**src/rtl/alu_pkg.sv**
```systemverilog
// alu_pkg: shared opcode/state enums and NZCV flag bit positions for the ALU and its arbiter
package alu_pkg;
    typedef enum logic [1:0] {ADD = 2'b00, SUB = 2'b01, AND = 2'b10, ORR = 2'b11} opcode_t;
    typedef enum logic [1:0] {IDLE, EXEC, RESP} state_t;
    localparam int FLAG_N = 3;
    localparam int FLAG_Z = 2;
    localparam int FLAG_C = 1;
    localparam int FLAG_V = 0;
endpackage

```
**src/rtl/alu.sv**
```systemverilog
// alu: combinational N-bit ADD/SUB/AND/ORR with NZCV flags
//   a_i, b_i      operands
//   alu_control_i opcode
//   result_o      result
//   alu_flags_o   {N,Z,C,V}; C and V are zero for the logic ops
module alu
    import alu_pkg::*;
#(
    parameter int N = 32
) (
    input  logic [N-1:0] a_i,
    input  logic [N-1:0] b_i,
    input  opcode_t      alu_control_i,
    output logic [N-1:0] result_o,
    output logic [3:0]   alu_flags_o
);
    logic [N:0] sum;
    logic       sub;
    logic       arith;
    always_comb begin
        sub = alu_control_i == SUB;
        arith = alu_control_i == ADD || alu_control_i == SUB;
        // subtraction as a + ~b + 1 so the carry out means "no borrow"
        sum = {1'b0, a_i} + {1'b0, sub ? ~b_i : b_i} + {{N{1'b0}}, sub};
        result_o = alu_control_i == AND ? a_i & b_i :
                   alu_control_i == ORR ? a_i | b_i : sum[N-1:0];
        alu_flags_o = 4'b0000;
        alu_flags_o[FLAG_N] = result_o[N-1];
        alu_flags_o[FLAG_Z] = result_o == '0;
        alu_flags_o[FLAG_C] = arith & sum[N];
        // overflow: effective operand signs agree but the sum sign differs
        alu_flags_o[FLAG_V] = arith & ~(a_i[N-1] ^ b_i[N-1] ^ sub) & (a_i[N-1] ^ sum[N-1]);
    end
endmodule

```
**src/rtl/alu_arbiter.sv**
```systemverilog
// alu_arbiter: two-requester round-robin arbiter sharing one alu, with registered operands and response
//   clk_i, rst_i               clock, async active-high reset
//   req_valid_i/req_ready_o    per-requester request handshake
//   req{0,1}_opcode_i/_a_i/_b_i request payloads
//   resp_valid_o/resp_ready_i  per-requester response handshake (one owner at a time)
//   resp_result_o/resp_flags_o registered alu result and {N,Z,C,V}
module alu_arbiter
    import alu_pkg::*;
#(
    parameter int N = 32
) (
    input  logic         clk_i,
    input  logic         rst_i,
    input  logic [1:0]   req_valid_i,
    output logic [1:0]   req_ready_o,
    input  logic [1:0]   req0_opcode_i,
    input  logic [1:0]   req1_opcode_i,
    input  logic [N-1:0] req0_a_i,
    input  logic [N-1:0] req1_a_i,
    input  logic [N-1:0] req0_b_i,
    input  logic [N-1:0] req1_b_i,
    output logic [1:0]   resp_valid_o,
    input  logic [1:0]   resp_ready_i,
    output logic [N-1:0] resp_result_o,
    output logic [3:0]   resp_flags_o
);
    state_t       state;
    state_t       next;
    logic         last_grant;
    logic         owner;
    logic         winner;
    opcode_t      op_q;
    logic [N-1:0] a_q;
    logic [N-1:0] b_q;
    logic [N-1:0] alu_result;
    logic [3:0]   alu_flags;

    alu #(.N(N)) u_alu (
        .a_i          (a_q),
        .b_i          (b_q),
        .alu_control_i(op_q),
        .result_o     (alu_result),
        .alu_flags_o  (alu_flags)
    );

    always_ff @(posedge clk_i or posedge rst_i)
        if (rst_i) state <= IDLE;
        else state <= next;

    always_comb begin
        next = state;
        req_ready_o = 2'b00;
        resp_valid_o = 2'b00;
        // a lone requester wins outright; on a tie the one not served last wins
        winner = &req_valid_i ? ~last_grant : req_valid_i[1];
        case (state)
            IDLE: if (|req_valid_i && !rst_i) begin
                req_ready_o = winner ? 2'b10 : 2'b01;
                next = EXEC;
            end
            EXEC: next = RESP;
            RESP: begin
                resp_valid_o = owner ? 2'b10 : 2'b01;
                if (resp_ready_i[owner]) next = IDLE;
            end
            default: next = IDLE;
        endcase
    end

    always_ff @(posedge clk_i or posedge rst_i)
        if (rst_i) begin
            last_grant <= 1'b1;
            owner <= 1'b0;
            op_q <= ADD;
            a_q <= '0;
            b_q <= '0;
            resp_result_o <= '0;
            resp_flags_o <= 4'b0000;
        end else begin
            if (|req_ready_o) begin
                owner <= winner;
                op_q <= winner ? opcode_t'(req1_opcode_i) : opcode_t'(req0_opcode_i);
                a_q <= winner ? req1_a_i : req0_a_i;
                b_q <= winner ? req1_b_i : req0_b_i;
            end
            if (state == EXEC) begin
                resp_result_o <= alu_result;
                resp_flags_o <= alu_flags;
            end
            if (|resp_valid_o && resp_ready_i[owner]) last_grant <= owner;
        end
endmodule

```
**config.mk**
```make
export PLATFORM = sky130hd
export DESIGN_NAME = alu_arbiter
export DESIGN_NICKNAME = d
export VERILOG_FILES = /design/src/rtl/alu_pkg.sv /design/src/rtl/alu.sv /design/src/rtl/alu_arbiter.sv
export SDC_FILE = /design/constraint.sdc
export NUM_CORES = 1
export LEC_CHECK = 0
export BUFFER_PORTS_ARGS = -buffer_cell sky130_fd_sc_hd__buf_2
export CAP_MARGIN = 5
export CORE_MARGIN = 5
export CORE_UTILIZATION = 40
export DETAILED_ROUTE_END_ITERATION = 16
export GPL_ROUTABILITY_DRIVEN = 1
export GPL_TIMING_DRIVEN = 0
export PLACE_DENSITY = 0.64
export SYNTH_ARGS = -nofsm -noshare
export SYNTH_HDL_FRONTEND = slang
export SYNTH_SLANG_ARGS = --single-unit
export TNS_END_PERCENT = 5
```
**constraint.sdc**
```tcl
create_clock -name clk_i -period 6.55 [get_ports clk_i]
set_clock_uncertainty 0.15 [all_clocks]
set_input_delay 1.31 -clock clk_i [delete_from_list [all_inputs] [get_ports clk_i]]
set_output_delay 1.31 -clock clk_i [all_outputs]
set_load 0.02 [all_outputs]
```
==> out/summary.log, run 1 <==
[grt] aggregate global-route resource usage 21.2%
[run_status] outcome completed
[yosys] Post-Syn Nets 1055
[cells_and_area] layout overhead on the synthesized area 20.3%
[yosys] area leader, netlist dfrtp_1
[worst_setup_path] kind of critical path register to register
[worst_setup_path] required time of the worst setup path 6690 ps
[clock_network] Skew-Pair Late Insertion Delay 350 ps
[worst_setup_path] start of the worst register-to-register path op_q[0]$_DFFE_PP0P_
[routing] DR vias/cell 5.32
[worst_setup_path] Critical Path Start op_q[0]$_DFFE_PP0P_
[cells_and_area] share of cells above drive strength 1 22.3%
[grt] Overflow after GRT 0
[clock_network] number of buffers on the longest clock path 2
[worst_setup_path] Startpoint Class register
[die] core area 18900 sq um
[clock_network] total clock sinks 105
[cells_and_area] count of non-filler cells in the finished layout 1332
[yosys] number of standard cells after synthesis 879
[routing] number of routed nets with antenna violations 0
[clock_network] cell chosen for the clock root clkbuf_16
[hold_path] worst hold stages 2
[yosys] share of async-settable or async-resettable flops after synthesis 100%
[clock_network] CTS clock-pin slew for the worst setup and hold paths 70 ps
[worst_setup_path] Critical path buffers and inverters 4
[yosys] cell area after synthesis 7730 sq um
[worst_setup_path] highest cell delay on the worst timing path 550 ps
[sta] setup repair after global routing missed its margin no
[place] Inst Count DP 1317
[routing] via total after detailed routing 7091
[die] die area 22200 sq um
[routing] aggregate routed wire length 23200 um
[sta] FMAX 168 MHz
[yosys] #FFs+latches synth 105
[place] GPL Wtd Cong 0.949
[worst_setup_path] element type at the critical path end register
[sta] Final Max Tran Viols 0
[clock_network] Inserted Clock Buffers 9
[yosys] number of unique standard cell types used by synthesis 79
[worst_setup_path] worst reg2reg endpoint resp_flags_o[2]$_DFFE_PP0N_
[sta] final hold viol count 0
[job] max cap viols 0
[yosys] average cell area after synthesis 8.79 sq um
[worst_setup_path] crit path max fanout 19
[grt] number of global-route vias before repair 7090
[sta] min cycle time layout 5970 ps
[routing] count of unresolved DRC violations after routing 0
[yosys] top cell type's share of synthesized area 33.7%
[grt] largest net degree at the start of global routing 55
[worst_setup_path] reg-to-reg slack, setup 580 ps
[place] HPWL after detailed placement 18600 um
[sta] transition at the pin with the smallest max-transition slack 1000 ps
[sta] slew margin rel. 33.2%
[worst_setup_path] depth of the most critical reg-to-reg path 17
[yosys] EDFF count, synth 0
[routing] number of iterations in the first detailed-routing pass 5
[yosys] Top FF cell, synth dfrtp_1
[die] Horiz. Die Dim 149 um
[cells_and_area] Final #Nets 1243
[cells_and_area] Ant. Diodes 0
[worst_setup_path] cell at the slowest stage of the critical path buf_2
[clock_network] TritonCTS clock tree yes
[die] number of standard-cell rows in the floorplan 50
[place] number of port buffers 177
[yosys] number of warnings printed during yosys synthesis 0
[grt] first-pass GRT wire length 37800 um
[die] Initial Util 40.9%
[hold_path] Worst Min Path Start resp_result_o[30]$_DFFE_PP0N_
[sta] share of the cycle needed by the critical path after routing 91.1%
[die] count of pins on the block boundary 178
[worst_setup_path] cells along the critical path buf_4 > clkbuf_1 > buf_2 > nand2_1 > buf_1 > xnor2_1 > ha_1 > nor2b_1 > o31a_1 > o2111ai_2 > a31oi_1 > xor2_1 > o21ai_0 > o2111ai_1 > nor4_1 > nor4bb_1 > a31o_1
[routing] DRC violation total after the first TritonRoute iteration 429
[die] die boundary height 149 um
[sta] setup violators final 0
[clock_network] number of levels in the clock H-tree 3
[hold_path] worst min path class register to register
[yosys] Seq/Total Area, Yosys 34.0%
[routing] routed len/inst 17.4 um
[worst_setup_path] Crit path max-delay family buffers and inverters
[yosys] main area contributors after synthesis dfrtp_1 34%, mux2i_1 9.3%, o21ai_0 7.4%
[worst_setup_path] critical path data arrival time 6110 ps
[hold_path] sink of the worst hold path resp_result_o[30]$_DFFE_PP0N_
[grt] number of antenna violations at the first check in global routing 0
timing repair:
| item | CTS | global route |
|---|---|---|
| resized for setup | 1 | 3 |
| hold buffers | 0 | 0 |
| setup endpoints to repair | 1 | 1 |
| buffers inserted | 0 | 0 |
layout make-up:
cell class,instances,area [sq um]
flip-flops and latches,105,2630
inverters,18,70.1
clock inverters,4,76.3
fillers,1865,9590
plain buffers,58,255
multi-input cells,697,4780
well taps,260,325
clock buffers,12,246
repair buffers,178,913
registers in the layout, summed over array words and instances (netlist names):
| register | cells |
|---|---|
| b_q | 32 |
| op_q | 2 |
| last_grant | 1 |
| a_q | 32 |
| state | 2 |
| resp_result_o | 32 |
| owner | 1 |
| resp_flags_o | 3 |
placed cells by master, fill, tap and decap left out, types with 3 or more instances in the layout:
cell       instances
a31oi_1            8
buf_1             12
buf_2            185
nand3_1           11
a21oi_1           34
clkbuf_16          9
nand2b_1           6
o31a_1             6
xor2_1             8
a211oi_1           8
buf_4              4
nor2b_1           10
nor4_1             7
o21ai_0          114
nor3_1             9
dfrtp_1          104
mux2i_1           72
and2_1             5
inv_1             17
a21o_1            10
o31ai_1            4
nor2_1            36
mux2_2             5
xnor2_1           42
o2111ai_1          4
a21boi_0           4
o21bai_1           3
o21ai_1            7
maj3_1            24
a21oi_2            4
nand4_1            7
o211ai_1           3
o211a_1            4
ha_1              37
clkbuf_1          33
nand2_1          145
o21a_1             7
per-stage QoR:
stage	setup TNS [ps]	util (%)	hold WS, ps	cell area, sq um	setup WS (ps)
3_5_place_dp	-5.35	47.5	314	8970	-5.35
6_report	0	49.2	326	9300	582
4_1_cts	0	49.2	334	9300	173
5_1_grt	0	49.2	352	9300	162
2_1_floorplan	0	-	330	7730	1970
3_3_place_gp	-64.3	47.3	311	8940	-64.3
cells by family (layout without fill, tap and decap cells):
| group | after synthesis | count (layout) | synth area share [%] |
|---|---|---|---|
| compound gates | 257 | 257 | 22.2 |
| simple gates | 251 | 251 | 14.5 |
| buf+inv | 77 | 270 | 4.19 |
| mux | 77 | 77 | 10.1 |
| fa+ha+maj | 62 | 62 | 9.36 |
| flops | 105 | 105 | 34.0 |
| xor+xnor | 50 | 50 | 5.67 |
worst max path at each step:
stage	to	depth (start not counted)
after floorplan	resp_flags_o[2]$_DFFE_PP0N_	18
after global routing	resp_flags_o[2]$_DFFE_PP0N_	18
after global placement	resp_flags_o[2]$_DFFE_PP0N_	17
after detailed placement	resp_flags_o[2]$_DFFE_PP0N_	17
after CTS	resp_flags_o[2]$_DFFE_PP0N_	17
final	resp_flags_o[2]$_DFFE_PP0N_	17
synth_stat cells, drive strengths merged, types with 3 or more instances:
library cell    n
a211oi         10
o2111ai         5
o211a           4
o31ai           6
xor2            8
and2            5
ha             37
nand3          11
mux2i          72
nor2           36
nand2b          6
mux2            5
o21a            7
inv            18
dfrtp         104
a21boi          5
nand4           7
nor2b          10
a311oi          4
maj3           24
nand2         145
a41oi           3
clkbuf         34
buf            25
a21o           10
xnor2          42
o21ai         123
nor4            7
o31a            6
a21oi          38
a31oi           8
o211ai          5
nor3            9
o21bai          3
a2111oi         3
a31o            4
worst register-to-register path, cell delays in order (launching register included):
cell,delay (ps)
dfrtp_1,320
buf_4,150
clkbuf_1,470
buf_2,560
nand2_1,320
buf_1,460
xnor2_1,250
ha_1,380
nor2b_1,380
o31a_1,230
o2111ai_2,180
a31oi_1,340
xor2_1,110
o21ai_0,400
o2111ai_1,180
nor4_1,360
nor4bb_1,460
a31o_1,200
layer usage:
metal,part of all wire [%],wire (um),global-route usage (%)
met5,0,0,0
met4,1.7,393,5.35
met3,5.9,1370,3.13
met2,45,10400,33.5
met1,47,11000,30.5
Power of run 1 is not shown: default switching activity piles up to over one toggle a cycle in this logic, so the estimate is an artifact.
==> run 2, diff against run 1 <==
CORE_UTILIZATION = 57   (was 40)
PLACE_DENSITY = 0.86   (was 0.64)
SLEW_MARGIN = 5   (was default)
clock period = 7 ns   (was 6.55 ns; I/O delays follow)
==> run 2 against run 1 <==
Net effect:
- non-clock buffer count grew 1
- sequential cell count is the same
- via count grew 5.6%
- worst hold slack about the same
- core utilization rose by 20 points
- register-to-register slack got worse by 220 ps
- setup slack got worse by 220 ps
- clock-buffer cell count shrank 1
- global-route usage grew 6.8 points
- first-iteration DRC count increased by 20%
- critical path type unchanged
- largest cell class unchanged
==> out/summary.log, run 2 (same netlist as run 1, synthesis figures left out) <==
[place] GPL Wtd Cong 0.985
[clock_network] Post-CTS Setup Inserts 0
[worst_setup_path] most repeated library cell on the critical path clkbuf_1
[sta] Final Max Tran Viols 0
[worst_setup_path] crit path max fanout 10
[cells_and_area] final cell utilization of the core 69.0%
[cells_and_area] fill cell count 1111
[die] Horiz. Die Dim 126 um
[routing] DR vias/cell 5.99
[place] number of port buffers 177
[cells_and_area] most common library cell in the layout ignoring fill and taps buf_2
[clock_network] CTS clock-pin slew for the worst setup and hold paths 70 ps
[sta] min cycle time layout 6640 ps
[clock_network] total clock sinks 105
[sta] final hold viol count 0
[sta] sum of negative setup slack 0 ps
[clock_network] Inserted Clock Buffers 9
[cells_and_area] footprint of the multi-input gates 4780 sq um
[worst_setup_path] cell at the slowest stage of the critical path a311oi_1
[clock_network] cell chosen for the clock root clkbuf_16
[clock_network] Skew-Pair Late Insertion Delay 360 ps
[sta] transition at the pin with the smallest max-transition slack 1020 ps
[die] Initial Util 58.1%
[clock_network] TritonCTS clock tree yes
[cells_and_area] Final #Nets 1244
[cells_and_area] register area 2630 sq um
[grt] largest net degree at the start of global routing 54
[sta] setup violators final 0
[grt] first-pass GRT wire length 36400 um
[die] count of pins on the block boundary 178
[die] die boundary height 126 um
[cells_and_area] share of cells above drive strength 1 22.2%
[routing] number of routed nets with antenna violations 0
[routing] aggregate routed wire length 22700 um
[die] die area 16000 sq um
[routing] DRC violation total after the first TritonRoute iteration 516
[grt] aggregate global-route resource usage 28.0%
[worst_setup_path] highest cell delay on the worst timing path 780 ps
[routing] via total after detailed routing 7485
[cells_and_area] Top Registers a_q: 32 flops, b_q: 32 flops, resp_result_o: 32 flops
[sta] share of the cycle needed by the critical path after routing 94.8%
[job] max cap viols 0
[worst_setup_path] element type at the critical path end register
[sta] setup repair after global routing missed its margin no
[routing] count of unresolved DRC violations after routing 0
[cells_and_area] most frequent cells in the layout 184 x buf_2, 145 x nand2_1, 114 x o21ai_0
[grt] number of global-route vias before repair 7317
[clock_network] number of buffers on the longest clock path 2
[place] HPWL after detailed placement 17900 um
[clock_network] number of levels in the clock H-tree 3
[worst_setup_path] Startpoint Class register
[cells_and_area] Ant. Diodes 0
[worst_setup_path] Crit path max-delay family buffers and inverters
[worst_setup_path] required time of the worst setup path 7150 ps
[routing] routed len/inst 18.2 um
[worst_setup_path] critical path data arrival time 6780 ps
[run_status] outcome completed
[die] number of standard-cell rows in the floorplan 42
[sta] slew margin rel. 32.0%
[worst_setup_path] Critical path buffers and inverters 5
[grt] number of antenna violations at the first check in global routing 0
[routing] number of iterations in the first detailed-routing pass 7
[worst_setup_path] kind of critical path register to register
[hold_path] worst min path class register to register
[die] core area 13300 sq um
[sta] FMAX 151 MHz
[worst_setup_path] cells along the critical path buf_4 > clkbuf_1 > clkbuf_2 > clkbuf_1 > nand2_1 > buf_1 > xnor2_1 > ha_1 > nor2b_1 > o31ai_4 > nand3_1 > a221o_1 > a311oi_1 > nand4_1 > nor4_1 > nor4bb_1 > a31o_1
[cells_and_area] layout overhead on the synthesized area 18.7%
[grt] Overflow after GRT 0
## run 2: metrics by stage
step | hold slack (ps) | instances | worst slack [ps] | cell area, sq um
floorplan | 330 | 879 | 2420 | 7730
global placement | 307 | 1232 | 487 | 8840
detailed placement | 313 | 1233 | 404 | 8870
CTS | 329 | 1249 | 363 | 9170
global route | 357 | 1249 | 131 | 9170
finish | 325 | 1249 | 362 | 9170
## run 2: path summary, 6_finish.rpt
kind	start	endpoint	slack (ps)	depth (start not counted)
setup / recovery	op_q[0]$_DFFE_PP0P_	resp_flags_o[2]$_DFFE_PP0N_	360	17
hold / removal	resp_result_o[8]$_DFFE_PP0N_	resp_result_o[8]$_DFFE_PP0N_	330	2
setup reg to reg	op_q[0]$_DFFE_PP0P_	resp_flags_o[2]$_DFFE_PP0N_	360	17
hold reg to reg	resp_result_o[8]$_DFFE_PP0N_	resp_result_o[8]$_DFFE_PP0N_	330	2
max in group asynchronous	rst_i	last_grant$_DFFE_PP1P_	4980	3
min in group asynchronous	rst_i	resp_result_o[7]$_DFFE_PP0N_	1010	2
## run 2: tightest hold or removal path, stage by stage, from the launching register on
cell and delay [ps]:
dfrtp_1 340, nand2_1 40, o21ai_0 60
## run 2: repair_timing
action,CTS,global route
gates resized for setup,0,1
endpoints found under the setup margin,0,1
hold buffers,0,0
## run 2: metal layers
metal / share of wire, % / wire length (um) / track usage, %
met1: 43 / 9670 / 36.6
met2: 47 / 10600 / 46.5
met3: 7.4 / 1680 / 5.00
met4: 3.2 / 731 / 10.5
met5: 0 / 0 / 0
## run 2: area by class of cell
class | instances | share of cell area (%)
Sequential cell | 105 | 28.7
Multi-Input combinational cell | 697 | 52.1
Timing Repair Buffer | 178 | 9.96
Tap cell | 176 | 2.40
Buffer | 59 | 2.81
Clock inverter | 5 | 0.682
Clock buffer | 11 | 2.65
Inverter | 18 | 0.764
Power of run 2 is left out for the same reason.
==> run 3, diff against run 2 <==
PLACE_DENSITY = 0.84   (was 0.86)
SKIP_LAST_GASP = 1   (was default)
==> run 3 against run 2 <==
Net effect:
- core utilization shrank 0.17 points
- register-to-register slack improved by 120 ps
- sequential share of layout area is 0.071 points higher
- cell area decreased by 0.25%
- sequential cell count is the same
- global-route usage fell by 0.51 points
- setup slack better by 120 ps
- critical endpoint unchanged
- die area did not move
- first-iteration DRC count is 1.4% lower
- routed wire length is 2.1% lower
- worst hold slack worse by 2.9 ps
==> out/summary.log, run 3 (same netlist as run 1, synthesis figures left out) <==
[clock_network] total clock sinks 105
[clock_network] Skew-Pair Late Insertion Delay 360 ps
[cells_and_area] final non-filler cell area 9150 sq um
[job] max cap viols 0
[worst_setup_path] required time of the worst setup path 7150 ps
[routing] count of unresolved DRC violations after routing 0
[hold_path] worst min path class register to register
[place] number of port buffers 177
[worst_setup_path] kind of critical path register to register
[sta] setup violators final 0
[routing] number of iterations in the first detailed-routing pass 6
[cells_and_area] most common library cell in the layout ignoring fill and taps buf_2
[routing] number of routed nets with antenna violations 0
[place] cell area reported after detailed placement 8870 sq um
[sta] slew margin rel. 29.5%
[clock_network] CTS clock-pin slew for the worst setup and hold paths 70 ps
[sta] FMAX 154 MHz
[sta] Final Max Tran Viols 0
[clock_network] number of levels in the clock H-tree 3
[routing] via total after detailed routing 7361
[grt] number of global-route vias before repair 7050
[sta] min cycle time layout 6510 ps
[die] Horiz. Die Dim 126 um
[sta] share of the cycle needed by the critical path after routing 93.0%
[worst_setup_path] element type at the critical path end register
[clock_network] cell chosen for the clock root clkbuf_16
[sta] transition at the pin with the smallest max-transition slack 1060 ps
[grt] number of antenna violations at the first check in global routing 0
[grt] first-pass GRT wire length 35800 um
[clock_network] post-cts hold buffer count 0
[cells_and_area] Top Registers a_q: 32 flops, b_q: 32 flops, resp_result_o: 32 flops
[grt] aggregate global-route resource usage 27.5%
[run_status] outcome completed
[clock_network] number of buffers on the longest clock path 2
[clock_network] post-CTS sizing 0
[cells_and_area] Ant. Diodes 0
[routing] DRC violation total after the first TritonRoute iteration 509
[place] HPWL after detailed placement 17500 um
[die] count of pins on the block boundary 178
[sta] setup repair after global routing missed its margin no
[cells_and_area] share of cells above drive strength 1 22.1%
[cells_and_area] most frequent cells in the layout 184 x buf_2, 145 x nand2_1, 114 x o21ai_0
[cells_and_area] Final #Nets 1244
[worst_setup_path] crit path max fanout 10
[die] number of standard-cell rows in the floorplan 42
[routing] DR vias/cell 5.89
[grt] largest net degree at the start of global routing 55
[sta] sum of negative setup slack 0 ps
[cells_and_area] fill cell count 1116
[worst_setup_path] critical path data arrival time 6660 ps
[worst_setup_path] Startpoint Class register
[grt] Overflow after GRT 0
[routing] aggregate routed wire length 22300 um
[place] GPL Wtd Cong 0.966
[clock_network] Post-CTS Setup Inserts 0
[cells_and_area] layout overhead on the synthesized area 18.4%
[sta] final hold viol count 0
[die] die area 16000 sq um
[clock_network] TritonCTS clock tree yes
[die] core area 13300 sq um
[clock_network] Inserted Clock Buffers 9
[routing] routed len/inst 17.8 um
[die] Initial Util 58.1%
[die] die boundary height 126 um
[run 3: layer usage]
layer / track usage [%] / vias to the layer above / wire length (um)
li1: - / 3541 / -
met1: 37.5 / 3498 / 9700
met2: 43.7 / 276 / 10200
met3: 6.89 / 46 / 1810
met4: 7.76 / 0 / 545
met5: 0 / - / 0
[run 3: worst paths after layout]
path	depth (start not counted)	slack, ps	endpoint	startpoint
max in group asynchronous	3	5010	a_q[13]$_DFFE_PP0P_	rst_i
worst min-delay path	2	320	resp_result_o[20]$_DFFE_PP0N_	resp_result_o[20]$_DFFE_PP0N_
worst max-delay path	17	490	resp_flags_o[2]$_DFFE_PP0N_	op_q[0]$_DFFE_PP0P_
worst min register to register	2	320	resp_result_o[20]$_DFFE_PP0N_	resp_result_o[20]$_DFFE_PP0N_
worst max register to register	17	490	resp_flags_o[2]$_DFFE_PP0N_	op_q[0]$_DFFE_PP0P_
min in group asynchronous	2	1000	owner$_DFFE_PP0P_	rst_i
[run 3: worst max-delay path, stage by stage, from the launching register on]
cell      delay [ps]
dfrtp_1          330
buf_4            150
clkbuf_1         450
buf_1            570
clkbuf_1         530
nand2_1          340
buf_1            430
xnor2_1          230
ha_1             360
nor2b_1          220
o31ai_4          290
nand3_1          130
a221o_1          360
a311oi_1         690
nand4_1          180
nor4_1           370
nor4bb_1         460
a31o_1           210
[run 3: area by class of cell]
| cell class | instances | area (sq um) | share of cell area (%) |
|---|---|---|---|
| Sequential cell | 105 | 2630 | 28.7 |
| Multi-Input combinational cell | 697 | 4780 | 52.2 |
| Buffer | 59 | 256 | 2.80 |
| Inverter | 18 | 70.1 | 0.766 |
| Tap cell | 176 | 220 | 2.41 |
| Clock inverter | 4 | 27.5 | 0.301 |
| Timing Repair Buffer | 178 | 913 | 9.98 |
| Clock buffer | 12 | 256 | 2.80 |
[run 3: through the flow]
step,util [%],setup WS (ps),std cells,hold WS (ps)
4_1_cts,68.8,587,1249,331
5_1_grt,68.8,27.9,1249,344
3_3_place_gp,66.5,593,1232,307
6_report,68.8,487,1249,323
3_5_place_dp,66.7,547,1233,316
2_1_floorplan,-,2420,879,330
Power of run 3 is left out for the same reason.
